**src/rtl/text_char_gen.sv**
```systemverilog
// Text-mode character generator: raster position -> text RAM -> font ROM -> serial pixel.
// Fixed 4-clock latency; the blinking block cursor exists only with `define TEXT_CURSOR_EN.
module text_char_gen #(
  parameter int COLS = 80,
  parameter int ROWS = 30
) (
  input  logic        clka,
  input  logic        rsta_n,
  input  logic        de_in,
  input  logic        hs_in,
  input  logic        vs_in,
  output logic [11:0] vram_addr,
  input  logic [7:0]  vram_data,
  output logic [10:0] font_addr,
  input  logic [7:0]  font_data,
  input  logic [6:0]  cursor_col,
  input  logic [4:0]  cursor_row,
  output logic        pix_out,
  output logic        de_out,
  output logic        hs_out,
  output logic        vs_out
);

  // Sideband that travels with each pixel from stage 0 to stage 1.
  typedef struct packed {
    logic [2:0] sub;
    logic [3:0] cl;
    logic       de;
    logic       vis;
    logic       hs;
    logic       vs;
    logic       cur;
  } tag_t;

  localparam logic [7:0] COLS_L = 8'(COLS);
  localparam logic [5:0] ROWS_L = 6'(ROWS);

  // ---------------------------------------------------------------------------
  // Raster position counters
  // ---------------------------------------------------------------------------
  logic [9:0] px_q, px_d;
  logic [8:0] ly_q, ly_d;
  logic       de_prev_q;
  logic       de_fall;
  logic [6:0] col;
  logic [4:0] row;
  logic [3:0] cl;

  assign de_fall = de_prev_q & ~de_in;
  assign col     = px_q[9:3];
  assign row     = ly_q[8:4];
  assign cl      = ly_q[3:0];

  always_comb begin
    px_d = px_q;
    ly_d = ly_q;
    if (de_fall) begin
      px_d = '0;
      if (ly_q != '1) ly_d = ly_q + 9'd1;
    end else if (de_in && (px_q != '1)) begin
      px_d = px_q + 10'd1;
    end
    // Frame sync has priority over the end-of-line increment.
    if (vs_in) ly_d = '0;
  end

  always_ff @(posedge clka or negedge rsta_n) begin
    if (!rsta_n) begin
      px_q      <= '0;
      ly_q      <= '0;
      de_prev_q <= 1'b0;
    end else begin
      px_q      <= px_d;
      ly_q      <= ly_d;
      de_prev_q <= de_in;
    end
  end

  // ---------------------------------------------------------------------------
  // Cursor hit, evaluated at stage 0 and carried as a tag
  // ---------------------------------------------------------------------------
  logic cur_hit;

`ifdef TEXT_CURSOR_EN
  logic [5:0] frame_cnt_q, frame_cnt_d;
  logic       vs_prev_q;

  always_comb begin
    frame_cnt_d = frame_cnt_q;
    if (vs_in && !vs_prev_q) frame_cnt_d = frame_cnt_q + 6'd1;
  end

  always_ff @(posedge clka or negedge rsta_n) begin
    if (!rsta_n) begin
      frame_cnt_q <= '0;
      vs_prev_q   <= 1'b0;
    end else begin
      frame_cnt_q <= frame_cnt_d;
      vs_prev_q   <= vs_in;
    end
  end

  // Underline-style block on the bottom two cell lines, visible in the first half of the blink period.
  assign cur_hit = (col == cursor_col) && (row == cursor_row) &&
                   (cl[3:1] == 3'b111) && !frame_cnt_q[5];
`else
  logic unused_cursor;
  assign unused_cursor = ^{cursor_col, cursor_row};
  assign cur_hit       = 1'b0;
`endif

  // ---------------------------------------------------------------------------
  // Stage 0: text RAM address and tags
  // ---------------------------------------------------------------------------
  logic [11:0] vram_addr_q, vram_addr_d;
  tag_t        t0_q, t0_d;
  tag_t        t1_q;

  always_comb begin
    vram_addr_d = {1'b0, row, 6'b0} + {3'b0, row, 4'b0} + {5'b0, col};
    t0_d        = '0;
    t0_d.sub    = px_q[2:0];
    t0_d.cl     = cl;
    t0_d.de     = de_in;
    t0_d.vis    = ({1'b0, col} < COLS_L) && ({1'b0, row} < ROWS_L);
    t0_d.hs     = hs_in;
    t0_d.vs     = vs_in;
    t0_d.cur    = cur_hit;
  end

  // ---------------------------------------------------------------------------
  // Stages 1..3: character capture, font address, pixel select
  // ---------------------------------------------------------------------------
  logic [7:0]  chr_q;
  logic [10:0] font_addr_q;
  logic        inv_q;
  logic [2:0]  sub2_q;
  logic        de2_q, vis2_q, hs2_q, vs2_q, cur2_q;
  logic        pix_q, pix_d;
  logic        de_out_q, hs_out_q, vs_out_q;

  always_comb begin
    pix_d = 1'b0;
    // Blanked pixels stay 0: neither inverse video nor the cursor applies to them.
    if (de2_q && vis2_q) pix_d = font_data[3'd7 - sub2_q] ^ inv_q ^ cur2_q;
  end

  always_ff @(posedge clka or negedge rsta_n) begin
    if (!rsta_n) begin
      vram_addr_q <= '0;
      t0_q        <= '0;
      t1_q        <= '0;
      chr_q       <= '0;
      font_addr_q <= '0;
      inv_q       <= 1'b0;
      sub2_q      <= '0;
      de2_q       <= 1'b0;
      vis2_q      <= 1'b0;
      hs2_q       <= 1'b0;
      vs2_q       <= 1'b0;
      cur2_q      <= 1'b0;
      pix_q       <= 1'b0;
      de_out_q    <= 1'b0;
      hs_out_q    <= 1'b0;
      vs_out_q    <= 1'b0;
    end else begin
      vram_addr_q <= vram_addr_d;
      t0_q        <= t0_d;
      chr_q       <= vram_data;
      t1_q        <= t0_q;
      font_addr_q <= {chr_q[6:0], t1_q.cl};
      inv_q       <= chr_q[7];
      sub2_q      <= t1_q.sub;
      de2_q       <= t1_q.de;
      vis2_q      <= t1_q.vis;
      hs2_q       <= t1_q.hs;
      vs2_q       <= t1_q.vs;
      cur2_q      <= t1_q.cur;
      pix_q       <= pix_d;
      de_out_q    <= de2_q;
      hs_out_q    <= hs2_q;
      vs_out_q    <= vs2_q;
    end
  end

  assign vram_addr = vram_addr_q;
  assign font_addr = font_addr_q;
  assign pix_out   = pix_q;
  assign de_out    = de_out_q;
  assign hs_out    = hs_out_q;
  assign vs_out    = vs_out_q;

endmodule

```
**config.mk**
```make
export PLATFORM = sky130hd
export DESIGN_NAME = text_char_gen
export DESIGN_NICKNAME = d
export VERILOG_FILES = /design/src/rtl/text_char_gen.sv
export SDC_FILE = /design/constraint.sdc
export NUM_CORES = 1
export LEC_CHECK = 0
export ABC_AREA = 1
export CELL_PAD_IN_SITES_DETAIL_PLACEMENT = 0
export CELL_PAD_IN_SITES_GLOBAL_PLACEMENT = 1
export CORE_ASPECT_RATIO = 1.4
export CORE_MARGIN = 2
export CORE_UTILIZATION = 44
export DETAILED_ROUTE_END_ITERATION = 8
export GPL_TIMING_DRIVEN = 0
export PLACE_DENSITY = 0.91
export RECOVER_POWER = 25
export SLEW_MARGIN = 25
export SYNTH_ARGS = -nofsm -noshare
export SYNTH_HDL_FRONTEND = slang
export SYNTH_SLANG_ARGS = --single-unit
```
**constraint.sdc**
```tcl
create_clock -name clka -period 5.55 [get_ports clka]
set_clock_uncertainty 0.15 [all_clocks]
set_input_delay 0.555 -clock clka [delete_from_list [all_inputs] [get_ports clka]]
set_output_delay 0.555 -clock clka [all_outputs]
set_load 0.01 [all_outputs]
```
## After elaboration in Yosys (flattened, before gate mapping)

Cells that the tools add are included.

- $add $sub $neg: 5
- $mul: 0
- Divide/modulo/power cells: 0
- Order comparisons: 3
- Equality and inequality tests: 2
- Shift operators: 0
- Muxes and demuxes: 8
- Bitwise operators: 3
- Reduce and logical (&&, ||, !) cells: 7

Operator list:

| kind | count |
|---|---|
| $mux 9 | 3 |
| $mux 10 | 2 |
| $add 11x9->12 | 1 |
| $add 12x7->12 | 1 |
| $add 10x1->10 const B | 1 |
| $ne 10x10->1 const B | 1 |
| $add 9x1->9 const B | 1 |
| $ne 9x9->1 const B | 1 |
| $lt 7x7->1 const B | 1 |
| $reduce_bool 2->1 | 3 |
| $lt 5x5->1 const B | 1 |
| $lt 3x4->1 const B | 1 |
| $bmux 1 s3 | 1 |
| $logic_and 1x1->1 | 3 |
| $sub 3x3->3 const A | 1 |
| $mux 1 | 2 |
| $reduce_and 2->1 | 1 |
| $and 1x1->1 | 1 |
| $not 1->1 | 1 |
| $xor 1x1->1 | 1 |

- Bits in registers: 84
- Latch bits: 0
- Memory bits (writable): 0
- Memory bits (read-only): 0
- Input port bits: 33
- Output and inout port bits: 27
- Logic and storage cells: 55
- Memories kept: 0

## Depth between registers and ports, before layout

- Depth in word-level cells: 5
- Gate-level depth with buffers: 13

## Least setup slack after synthesis

OpenSTA, ideal clock, no wires.

- Path type: reg2reg
- Start: register px_q[9]
- End: register vram_addr_q[11] (netlist: vram_addr[11])
- Setup time: 0.072 ns
- Arrival: 1.818 ns
- Required time: 5.328 ns
- Slack: 3.511 ns
- Stages on the path, launching flop included: 7
- Path buffers: 0
- Period minus slack after synthesis: 2.039 ns
- Cell sequence: dfrtp_1 -> inv_1 -> fa_1 -> fa_1 -> o21ai_0 -> a21oi_1 -> nor2_1

- Longest elaborated chain between the ends: 1

RTL lines:

| what | RTL line | text |
|---|---|---|
| start: declaration | 41 | `logic [9:0] px_q, px_d;` |
| start signal: assignment | 73 | `px_q <= px_d;` |
| $add 12x7->12 | 120 | `vram_addr_d = {1'b0, row, 6'b0} + {3'b0, row, 4'b0} + {5'b0, col};` |
| named net vram_addr_d[11] | 115 | `logic [11:0] vram_addr_q, vram_addr_d;` |
| end signal: assignment | 167 | `vram_addr_q <= vram_addr_d;` |
| end: declaration | 115 |  |

The timed path passes the listed nets, and every way through them passes these cells.
A chain may end at the register's enable or synchronous reset.

## Final worst setup path

- Start: register ly_q[4]
- End: register vram_addr_q[11] (netlist: vram_addr[11])

- Longest elaborated chain between the ends: 2

RTL lines:

| what | RTL line | text |
|---|---|---|
| start: declaration | 42 | `logic [8:0] ly_q, ly_d;` |
| start signal: assignment | 74 | `ly_q <= ly_d;` |
| $add 11x9->12 | 120 |  |
| $add 12x7->12 | 120 |  |
| named net vram_addr_d[11] | 115 |  |

The timed path passes the listed nets, and every way through them passes these cells.

==> flow_summary.ini <==
[worst_setup_path]
required_ns = 5.67
path_max_fanout = 3
worstSetupPathType = flip-flop to flip-flop
worst_setup_path_end_kind = flip-flop
worst_setup_path_start_kind = flip-flop
crit_arrival_ns = 2.40

[synthesis]
synthSimpleGateAreaFrac_pct = 16.1
syn-num-nets = 314
synthDistinctLibCells = 31
yosys_warnings = 0
synth-xor-area-share_pct = 1.39
syn_inst = 267
synth_mux_area_share_pct = 0
ys_async_sr_fraction_pct = 100
synth_edf_count = 0
synth_seq_cells = 84
avgSynthCellArea_um2 = 11.8
yosysSeqAreaShare_pct = 66.8
synthAdderAreaFrac_pct = 6.04
synth_top_family_by_area = simple AND/OR/NAND/NOR gates
syn_area_um2 = 3150
synth-compound-area-share_pct = 5.52
ys.flop_type = dfrtp_1

[die]
coreArea_um2 = 6940
dieWidth_um = 75.5
fp.dieH_um = 104
die-area_um2 = 7860
start_util_pct = 45.4
rows = 36
pin_count = 60

[finish]
diodes = 0
fill_cells = 621
area_growth_pct = 25.4
layout.nets = 374
drive_gt1_share_pct = 12.4
layout_commonest_cell = dfrtp_1
layout_common_cells = dfrtp_1 (84), clkdlybuf4s50_1 (42), nand2_1 (41), inv_1 (29)

[sta]
fin_crit_ns = 2.29
finalHoldViolCount = 0
setup_viol = 0
fin_crit_sh_pct = 41.2
rsz0062_at_grt = no
fin_setup_tns_ns = 0
whs_ns = 0.198
fmax_mhz = 438
worst_slew_pin_slew_ns = 0.383
slew_viol_final = 0
relSlewSlack_pct = 74.4

[global_routing]
grt_pass1_wl_mm = 8.71
grt_remaining_overflow = 0
grt_usage_pct = 14.6
grt_pass1_vias = 2003
antenna_found_initial = 0
grt_max_degree = 58

[routing]
drtIter0Drc = 76
wirelength_mm = 5.03
firstDrtPassIters = 4
route.detailed.drc = 0
avgViaCountPerCell = 4.57
postRouteAntennaNets = 0
vias = 1946
wl_per_cell_um = 11.8

[placed_design]
dp_hpwl_mm = 3.78
globalplace.congestion = 0.837
port_buffers = 47

[clock_network]
clk_path_buf_depth = 2
cts_hold_buf = 1
clock_latency_ns = 0.34
cts_setup_buffers = 0
ctsResizeCount = 0
cts_tree = yes
clk_pin_slew_worst_paths_ns = 0.08
htreeDepth = 3
cts-root-buf = clkbuf_8
cts_made_buffers = 9
cts.sinks = 84

[pwr]
pwr-share-clk_pct = 30.2
power.density_nw_per_um2 = 313
swShare_pct = 25.9
pwr-share-comb_pct = 11.5
leakage_uw = 0.00190
p_int_uw = 916
seqPwrFrac_pct = 58.3
irDropWorstVdd_uv = 164
switching_power_uw = 320

[job]
drv_cap = 0

[min_path]
min_path_type = flip-flop to flip-flop

[outcome]
outcome = complete, no violations
-- cell type report --
class,instances,area [µm²],share of cell area [%]
inverter,34,130,3.30
multi-input combinational,149,916,23.2
timing repair buffer,49,505,12.8
tap,95,119,3.01
clock inverter,6,50.0,1.27
sequential,84,2100,53.3
clock buffer,9,124,3.14
-- synthesized netlist by cell type, drive strengths merged, types with 2 or more instances --
cell type / number / area (µm²)
nand3: 20 / 105
a31oi: 3 / 18.8
nand3b: 2 / 27.5
xor2: 3 / 26.3
nor3: 2 / 10.0
nor2: 24 / 118
ha: 12 / 150
nand4: 2 / 12.5
nand2: 49 / 229
a21oi: 14 / 73.8
o21ai: 9 / 52.6
fa: 2 / 40.0
dfrtp: 84 / 2100
xnor2: 2 / 17.5
inv: 34 / 130
-- kinds of logic after synthesis --
group           count (synthesis)
fa+ha+maj                      14
simple gates                  100
xor+xnor                        5
buf+inv                        34
flops                          84
compound gates                 30
-- metrics by stage --
stage          util (%)  worst slack, ns  total power, µW  instance area [µm²]  instances
6_report           56.9             3.26             1240                 3950        426
5_1_grt            56.9             3.08             1300                 3950        426
4_1_cts            56.9             3.24             1260                 3950        426
3_5_place_dp       54.2             3.27              880                 3760        410
3_3_place_gp       53.9            0.999              869                 3740        409
2_1_floorplan         -             3.51              799                 3150        267
-- routing by layer --
metal / share of wire [%] / vias up / global-route usage, %
met3: 3.8 / 14 / 3.10
met5: 0 / - / 0
met2: 54 / 37 / 24.7
li1: - / 978 / -
met4: 2.4 / 0 / 6.77
met1: 40 / 917 / 17.0
-- power groups by stage --
stage                     registers (µW)  clock network [µW]  logic, µW
after CTS                            722                 389        146
after detailed placement             735                   0        145
after global placement               730                   0        139
after global routing                 731                 413        160
final                                721                 373        142
after floorplan                      731                   0       68.2
-- flip-flops by register name (all words and copies together), names as in the netlist --
name / count
chr_q: 8
hs2_q: 1
t0_q: 11
de2_q: 1
ly_q: 9
inv_q: 1
hs_out: 1
font_addr: 11
vs_out: 1
vs2_q: 1
vis2_q: 1
pix_out: 1
vram_addr: 12
t1_q: 11
px_q: 10
sub2_q: 3
de_out: 1
-- critical path, cell delays in order (launching register included) --
cell,delay [ns]
dfrtp_1,0.42
inv_1,0.11
fa_1,0.52
fa_1,0.48
o21ai_0,0.31
a21oi_1,0.12
nor2_1,0.10
-- path summary, 6_finish.rpt --
check | slack (ns) | cells past startpoint | endpoint | start
setup / recovery | 3.26 | 6 | vram_addr[11] | ly_q[4]
hold / removal | 0.20 | 0 | de2_q | t1_q[4]
setup reg to reg | 3.26 | 6 | vram_addr[11] | ly_q[4]
hold reg to reg | 0.20 | 0 | de2_q | t1_q[4]
max in group asynchronous | 4.14 | 3 | vram_addr[0] | rsta_n
min in group asynchronous | 0.52 | 2 | ly_q[1] | rsta_n
Note: power is estimated with default switching activity, not from simulation.
